[src/rtl/tmds_line_sequencer_if.sv]
// tmds_line_sequencer_if: line-request, pixel and encoder-load signals between sequencer and encoder pipeline
// master: sequencer side (takes line_start/pix_valid, drives pix_req, loads, out_sel, status)
// slave:  requester/encoder side
interface tmds_line_sequencer_if;
  logic       line_start;
  logic       pix_valid;
  logic       pix_req;
  logic       line_busy;
  logic       D1_load;
  logic       D2_load;
  logic       S1_load;
  logic       L2_load;
  logic       S2_load;
  logic       enc_s_rst;
  logic [1:0] out_sel;
  logic       underrun;
  modport master (
    input  line_start, pix_valid,
    output pix_req, line_busy, D1_load, D2_load, S1_load, L2_load, S2_load, enc_s_rst, out_sel, underrun
  );
  modport slave (
    output line_start, pix_valid,
    input  pix_req, line_busy, D1_load, D2_load, S1_load, L2_load, S2_load, enc_s_rst, out_sel, underrun
  );
endinterface

[src/rtl/tmds_line_sequencer.sv]
// tmds_line_sequencer: per-line CONTROL/PREAMBLE/GUARD/VIDEO sequencing with pipelined encoder load enables
// clk, s_rst : character clock, synchronous active-high reset
// bus        : tmds_line_sequencer_if.master (line_start, pix_valid in; pix_req, loads, enc_s_rst, out_sel, line_busy, underrun out)
// TMDS_SEQ_UNDERRUN_EN : when defined, a pixel request without pix_valid sets the sticky underrun flag
module tmds_line_sequencer #(
  parameter int PREAMBLE_LEN = 8,
  parameter int GUARD_LEN    = 2,
  parameter int LINE_PIXELS  = 640,
  parameter int CTRL_MIN     = 12
) (
  input logic clk,
  input logic s_rst,
  tmds_line_sequencer_if.master bus
);
  localparam int LINE_LEN = PREAMBLE_LEN + GUARD_LEN + LINE_PIXELS;
  localparam int PW = $clog2(LINE_LEN + 1);
  localparam int CW = CTRL_MIN > 0 ? $clog2(CTRL_MIN + 1) : 1;
  typedef enum logic [1:0] {CONTROL, PREAMBLE, GUARD, VIDEO} state_t;
  state_t state, state_n;
  logic [PW-1:0] pos;
  logic [CW-1:0] cnt;
  logic [3:0] taps;
  logic d1;
  logic [1:0] sel_n;
  // pos counts characters from PREAMBLE entry; the first pixel is fetched 5 cycles
  // before VIDEO so it emerges from the 5-stage encoder exactly on the first VIDEO cycle
  always_comb begin
    state_n = state == CONTROL  ? ((bus.line_start && cnt >= CW'(CTRL_MIN)) ? PREAMBLE : CONTROL)
            : state == PREAMBLE ? (pos == PW'(PREAMBLE_LEN - 1) ? GUARD : PREAMBLE)
            : state == GUARD    ? (pos == PW'(PREAMBLE_LEN + GUARD_LEN - 1) ? VIDEO : GUARD)
            :                     (pos == PW'(LINE_LEN - 1) ? CONTROL : VIDEO);
    d1 = state != CONTROL && pos >= PW'(PREAMBLE_LEN + GUARD_LEN - 5) && pos <= PW'(LINE_LEN - 6);
    sel_n = state_n == VIDEO ? 2'b00 : state_n == GUARD ? 2'b10 : 2'b01;
  end
  always_ff @(posedge clk) begin
    if (s_rst) begin
      state         <= CONTROL;
      pos           <= '0;
      cnt           <= '0;
      taps          <= '0;
      bus.out_sel   <= 2'b01;
      bus.enc_s_rst <= 1'b0;
    end else begin
      state         <= state_n;
      pos           <= (state == CONTROL || state_n == CONTROL) ? '0 : pos + PW'(1);
      cnt           <= state != CONTROL ? '0 : cnt == CW'(CTRL_MIN) ? cnt : cnt + CW'(1);
      taps          <= {taps[2:0], d1};
      bus.out_sel   <= sel_n;
      bus.enc_s_rst <= state == VIDEO && state_n == CONTROL;
    end
  end
  assign bus.pix_req   = d1;
  assign bus.D1_load   = d1;
  assign bus.D2_load   = taps[0];
  assign bus.S1_load   = taps[1];
  assign bus.L2_load   = taps[2];
  assign bus.S2_load   = taps[3];
  assign bus.line_busy = state != CONTROL || d1 || |taps;
`ifdef TMDS_SEQ_UNDERRUN_EN
  always_ff @(posedge clk) begin
    if (s_rst) bus.underrun <= 1'b0;
    else if (d1 && !bus.pix_valid) bus.underrun <= 1'b1;
  end
`else
  assign bus.underrun = 1'b0;
`endif
endmodule

[src/flat_wrapper.sv]
// flat-port wrapper written by rule: the top's interface ports become plain ports
module tmds_line_sequencer_flat 
#(
  parameter int PREAMBLE_LEN = 8,
  parameter int GUARD_LEN    = 2,
  parameter int LINE_PIXELS  = 640,
  parameter int CTRL_MIN     = 12
)
  (clk, s_rst, bus_line_start, bus_pix_valid, bus_pix_req, bus_line_busy, bus_D1_load, bus_D2_load, bus_S1_load, bus_L2_load, bus_S2_load, bus_enc_s_rst, bus_out_sel, bus_underrun);
  tmds_line_sequencer_if bus_i ();
  input logic clk;
  input logic s_rst;
  input wire logic [$bits(bus_i.line_start)-1:0] bus_line_start;
  input wire logic [$bits(bus_i.pix_valid)-1:0] bus_pix_valid;
  output wire logic [$bits(bus_i.pix_req)-1:0] bus_pix_req;
  output wire logic [$bits(bus_i.line_busy)-1:0] bus_line_busy;
  output wire logic [$bits(bus_i.D1_load)-1:0] bus_D1_load;
  output wire logic [$bits(bus_i.D2_load)-1:0] bus_D2_load;
  output wire logic [$bits(bus_i.S1_load)-1:0] bus_S1_load;
  output wire logic [$bits(bus_i.L2_load)-1:0] bus_L2_load;
  output wire logic [$bits(bus_i.S2_load)-1:0] bus_S2_load;
  output wire logic [$bits(bus_i.enc_s_rst)-1:0] bus_enc_s_rst;
  output wire logic [$bits(bus_i.out_sel)-1:0] bus_out_sel;
  output wire logic [$bits(bus_i.underrun)-1:0] bus_underrun;
  assign bus_i.line_start = bus_line_start;
  assign bus_i.pix_valid = bus_pix_valid;
  assign bus_pix_req = bus_i.pix_req;
  assign bus_line_busy = bus_i.line_busy;
  assign bus_D1_load = bus_i.D1_load;
  assign bus_D2_load = bus_i.D2_load;
  assign bus_S1_load = bus_i.S1_load;
  assign bus_L2_load = bus_i.L2_load;
  assign bus_S2_load = bus_i.S2_load;
  assign bus_enc_s_rst = bus_i.enc_s_rst;
  assign bus_out_sel = bus_i.out_sel;
  assign bus_underrun = bus_i.underrun;
  tmds_line_sequencer #(.PREAMBLE_LEN(PREAMBLE_LEN), .GUARD_LEN(GUARD_LEN), .LINE_PIXELS(LINE_PIXELS), .CTRL_MIN(CTRL_MIN)) u_core (.clk(clk), .s_rst(s_rst), .bus(bus_i));
endmodule
[config.mk]
export PLATFORM = sky130hd
export DESIGN_NAME = tmds_line_sequencer_flat
export DESIGN_NICKNAME = d
export VERILOG_FILES = /design/src/rtl/tmds_line_sequencer_if.sv /design/src/rtl/tmds_line_sequencer.sv /design/src/flat_wrapper.sv
export SDC_FILE = /design/constraint.sdc
export NUM_CORES = 1
export LEC_CHECK = 0
export ABC_AREA = 0
export CORE_UTILIZATION = 25
export CTS_CLUSTER_DIAMETER = 40
export CTS_CLUSTER_SIZE = 28
export DETAILED_ROUTE_END_ITERATION = 7
export REMOVE_ABC_BUFFERS = 1
export SYNTH_ARGS = -nofsm -noshare
export SYNTH_HDL_FRONTEND = slang
export SYNTH_SLANG_ARGS = --single-unit
[constraint.sdc]
create_clock -name clk -period 1.9 [get_ports clk]
set_input_delay 0.19 -clock clk [delete_from_list [all_inputs] [get_ports clk]]
set_output_delay 0.19 -clock clk [all_outputs]
set_load 0.02 [all_outputs]
==> results.yml <==
sta:
  drv_slew: 0
  period_share: 0.970
  worst_slack_ps: 56.6
  period_minus_slack_ps: 1840
  setup_viol: 0
  clock-skew-final_ps: 1.89
  max_freq_mhz: 542
  hold_viol_final: 0
setup_path:
  r2r_setup_slack_ps: 180
  critPathLaunchType: "register"
  arrival_ps: 1650
  cp_data_required_time_ps: 1710
  critPathKind: "reg -> out"
  end_kind: "output port"
  crit_fanout: 4
  r2r_end: "u_core.pos[4]"
  r2r_cells: 5
  r2r_start: "u_core.pos[4]"
cts:
  htree_levels: 1
  clock-sinks: 23
  cts.path.max_buffers: 2
  cts_tree: "yes"
  cts_buffers: 3
  clk_pin_slew_ps: 80
  clock_latency_ps: 260
  root_buffer: "clkbuf_8"
finish:
  utilization: 0.358
  multi_input_area_um2: 619
  final-seq-area_um2: 464
  syn2layout_area_growth_pct: 34.6
  n_fill_cell: 416
  nets: 157
  insertedDiodeCount: 0
  drive_gt1_frac: 0.260
placed_design:
  gp_congestion: 0.758
  io_buffers: 12
  hpwl_um: 1710
  dp_slack_ps: -220
global_route:
  grt.met1_usage: 0.116
  track_usage: 0.111
  grt_overflow: 0
  grt_max_degree: 13
  met2_usage: 0.217
  globalRouteMet3Util: 0.0300
  antenna_found_initial: 0
  grt_busiest_layer: "met2"
  grt_pass1_vias: 918
  grt_pass1_wl_um: 3910
floorplanning:
  die_h_um: 68.0
  fp.dieW_um: 68.0
  fp.dieArea_um2: 4620
  floorplan.initialDensity: 0.266
  ioPinCount: 15
  num_rows: 23
  core-area_um2: 4090
pwr:
  vdd_drop_max_uv: 177
  p_switching_mw: 0.175
  p_per_area_nw_per_um2: 564
  swShare: 0.212
  leakagePower_nw: 0.557
  clockPowerShare: 0.364
  internal_power_mw: 0.651
  seq_power_share: 0.600
  combPwrFrac: 0.036
logic_synthesis:
  synth-edff-count: 0
  yosysTopAreaCell: "dfxtp_1"
  synthTopCellsByCount: "dfxtp_1 (23), nor2_1 (15)"
  yosysWarnings: 0
  ys_ff_latch: 23
  synthCells: 120
  synth_most_common_cell: "dfxtp_1"
  ys.flop_type: "dfxtp_1"
  yosysUniqueCellTypes: 38
  async_reset_ff_frac: 0
  yosysTopAreaCellShare: 0.423
  synthesis.area_um2: 1090
  synth.area.top_cells: "dfxtp_1 (42%), ha_1 (6.9%), nor2_1 (5.2%), xor2_1 (4.8%), nand3_1 (2.8%)"
  syn_area_per_cell_um2: 9.06
  ys_seq_area_frac: 0.423
hold_path:
  hold-path-endpoint: "u_core.pos[0]"
  holdPathStages: 1
  holdCritPathClass: "reg -> reg"
  min_from: "u_core.pos[0]"
drt:
  drt_iter0_markers: 62
  vias: 911
  firstDrtPassIters: 4
  wl_per_cell_um: 12.2
  vias_per_cell: 4.65
  routed_wl_um: 2390
  ant_nets: 0
  drcViolationCount: 0
run:
  cap_violations: 0
run_status:
  status: "complete, no violations"
[flip-flops by register name (all words and copies together) (netlist names)]
name,cells
u_core.state,2
u_core.taps,4
u_core.bus.enc_s_rst,1
u_core.cnt,4
u_core.bus.out_sel,2
u_core.pos,10
[how the worst max path moves through the flow]
stage	from	endpoint	slack (ps)
2_1_floorplan	u_core.pos[0]	bus_D1_load	100
3_3_place_gp	u_core.pos[4]	bus_pix_req	-190
3_5_place_dp	u_core.pos[4]	bus_pix_req	-220
4_1_cts	u_core.pos[4]	bus_pix_req	10
5_1_grt	u_core.pos[0]	bus_pix_req	-20
6_report	u_core.pos[4]	bus_pix_req	60
[worst max-delay path, cell delays in order (launching register included)]
cell     delay, ps
dfxtp_2        340
nor4_2         370
a21oi_1        110
a211o_2        310
nor2_4         120
buf_6          130
[logic make-up (layout without fill, tap and decap cells)]
group                      count (synthesis)  count (layout)  share of synthesized area
xor gates and xnor gates                   9               9                     0.0725
other                                      1               1                    0.00345
muxes                                      1               1                    0.00921
AOI/OAI and AO/OA                         12              12                     0.0771
buffers and inverters                     13              39                     0.0621
DFF                                       23              23                      0.423
and+or+nand+nor                           55              55                      0.283
adders and majority gates                  6               6                     0.0690
[placed cells by master, fill, tap and decap left out, types with 2 or more instances in the layout]
cell type and n:
nor4_2 2, inv_1 5, nor2b_1 3, dfxtp_2 3, xnor2_1 3, nand4_1 2
buf_6 2, nor2_1 14, xor2_1 6, clkdlybuf4s50_1 10, clkbuf_8 3, nand2_1 5
buf_4 17, ha_1 4, a21oi_1 4, or3_4 3, dfxtp_1 20, and3b_1 2
and4_1 2, nor3_1 5, and3_1 2, ha_2 2, nand3_1 6
[layout make-up]
class / count / area share
inverters: 6 / 0.0154
multi-input cells: 84 / 0.423
flip-flops and latches: 23 / 0.317
clock buffers: 4 / 0.0308
well taps: 50 / 0.0427
repair buffers: 29 / 0.171
[power groups by stage]
stage | Clock (mW) | Sequential (mW) | Combinational [mW]
3_3_place_gp | 0 | 0.505 | 0.0269
6_report | 0.301 | 0.495 | 0.0296
2_1_floorplan | 0 | 0.504 | 0.0173
4_1_cts | 0.312 | 0.495 | 0.0299
3_5_place_dp | 0 | 0.506 | 0.0296
5_1_grt | 0.334 | 0.496 | 0.0332
[through the flow]
step	hold WS, ps	cells	area, µm²	setup TNS, ps	power (mW)
2_1_floorplan	259	113	1040	0	0.522
3_3_place_gp	449	191	1350	-378	0.532
3_5_place_dp	456	191	1350	-435	0.536
4_1_cts	439	195	1440	0	0.837
5_1_grt	464	196	1460	-35.9	0.863
6_report	436	196	1460	0	0.825
[layer usage]
layer  routed length (µm)  vias to the layer above  share of wire
li1                     -                      461              -
met1                 1040                      434           0.44
met2                 1270                       11           0.53
met3                   62                        5          0.026
met4                   15                        0         0.0063
met5                    0                        -              0
[what timing repair did]
action | 4_1_cts | 5_1_grt
gates resized for setup | 22 | 6
endpoints found under the hold margin | 0 | 0
setup endpoints to repair | 2 | 12
hold buffers | 0 | 0
pin swaps | 3 | 3
setup buffers | 0 | 1
(Power assumes the default switching activity.)
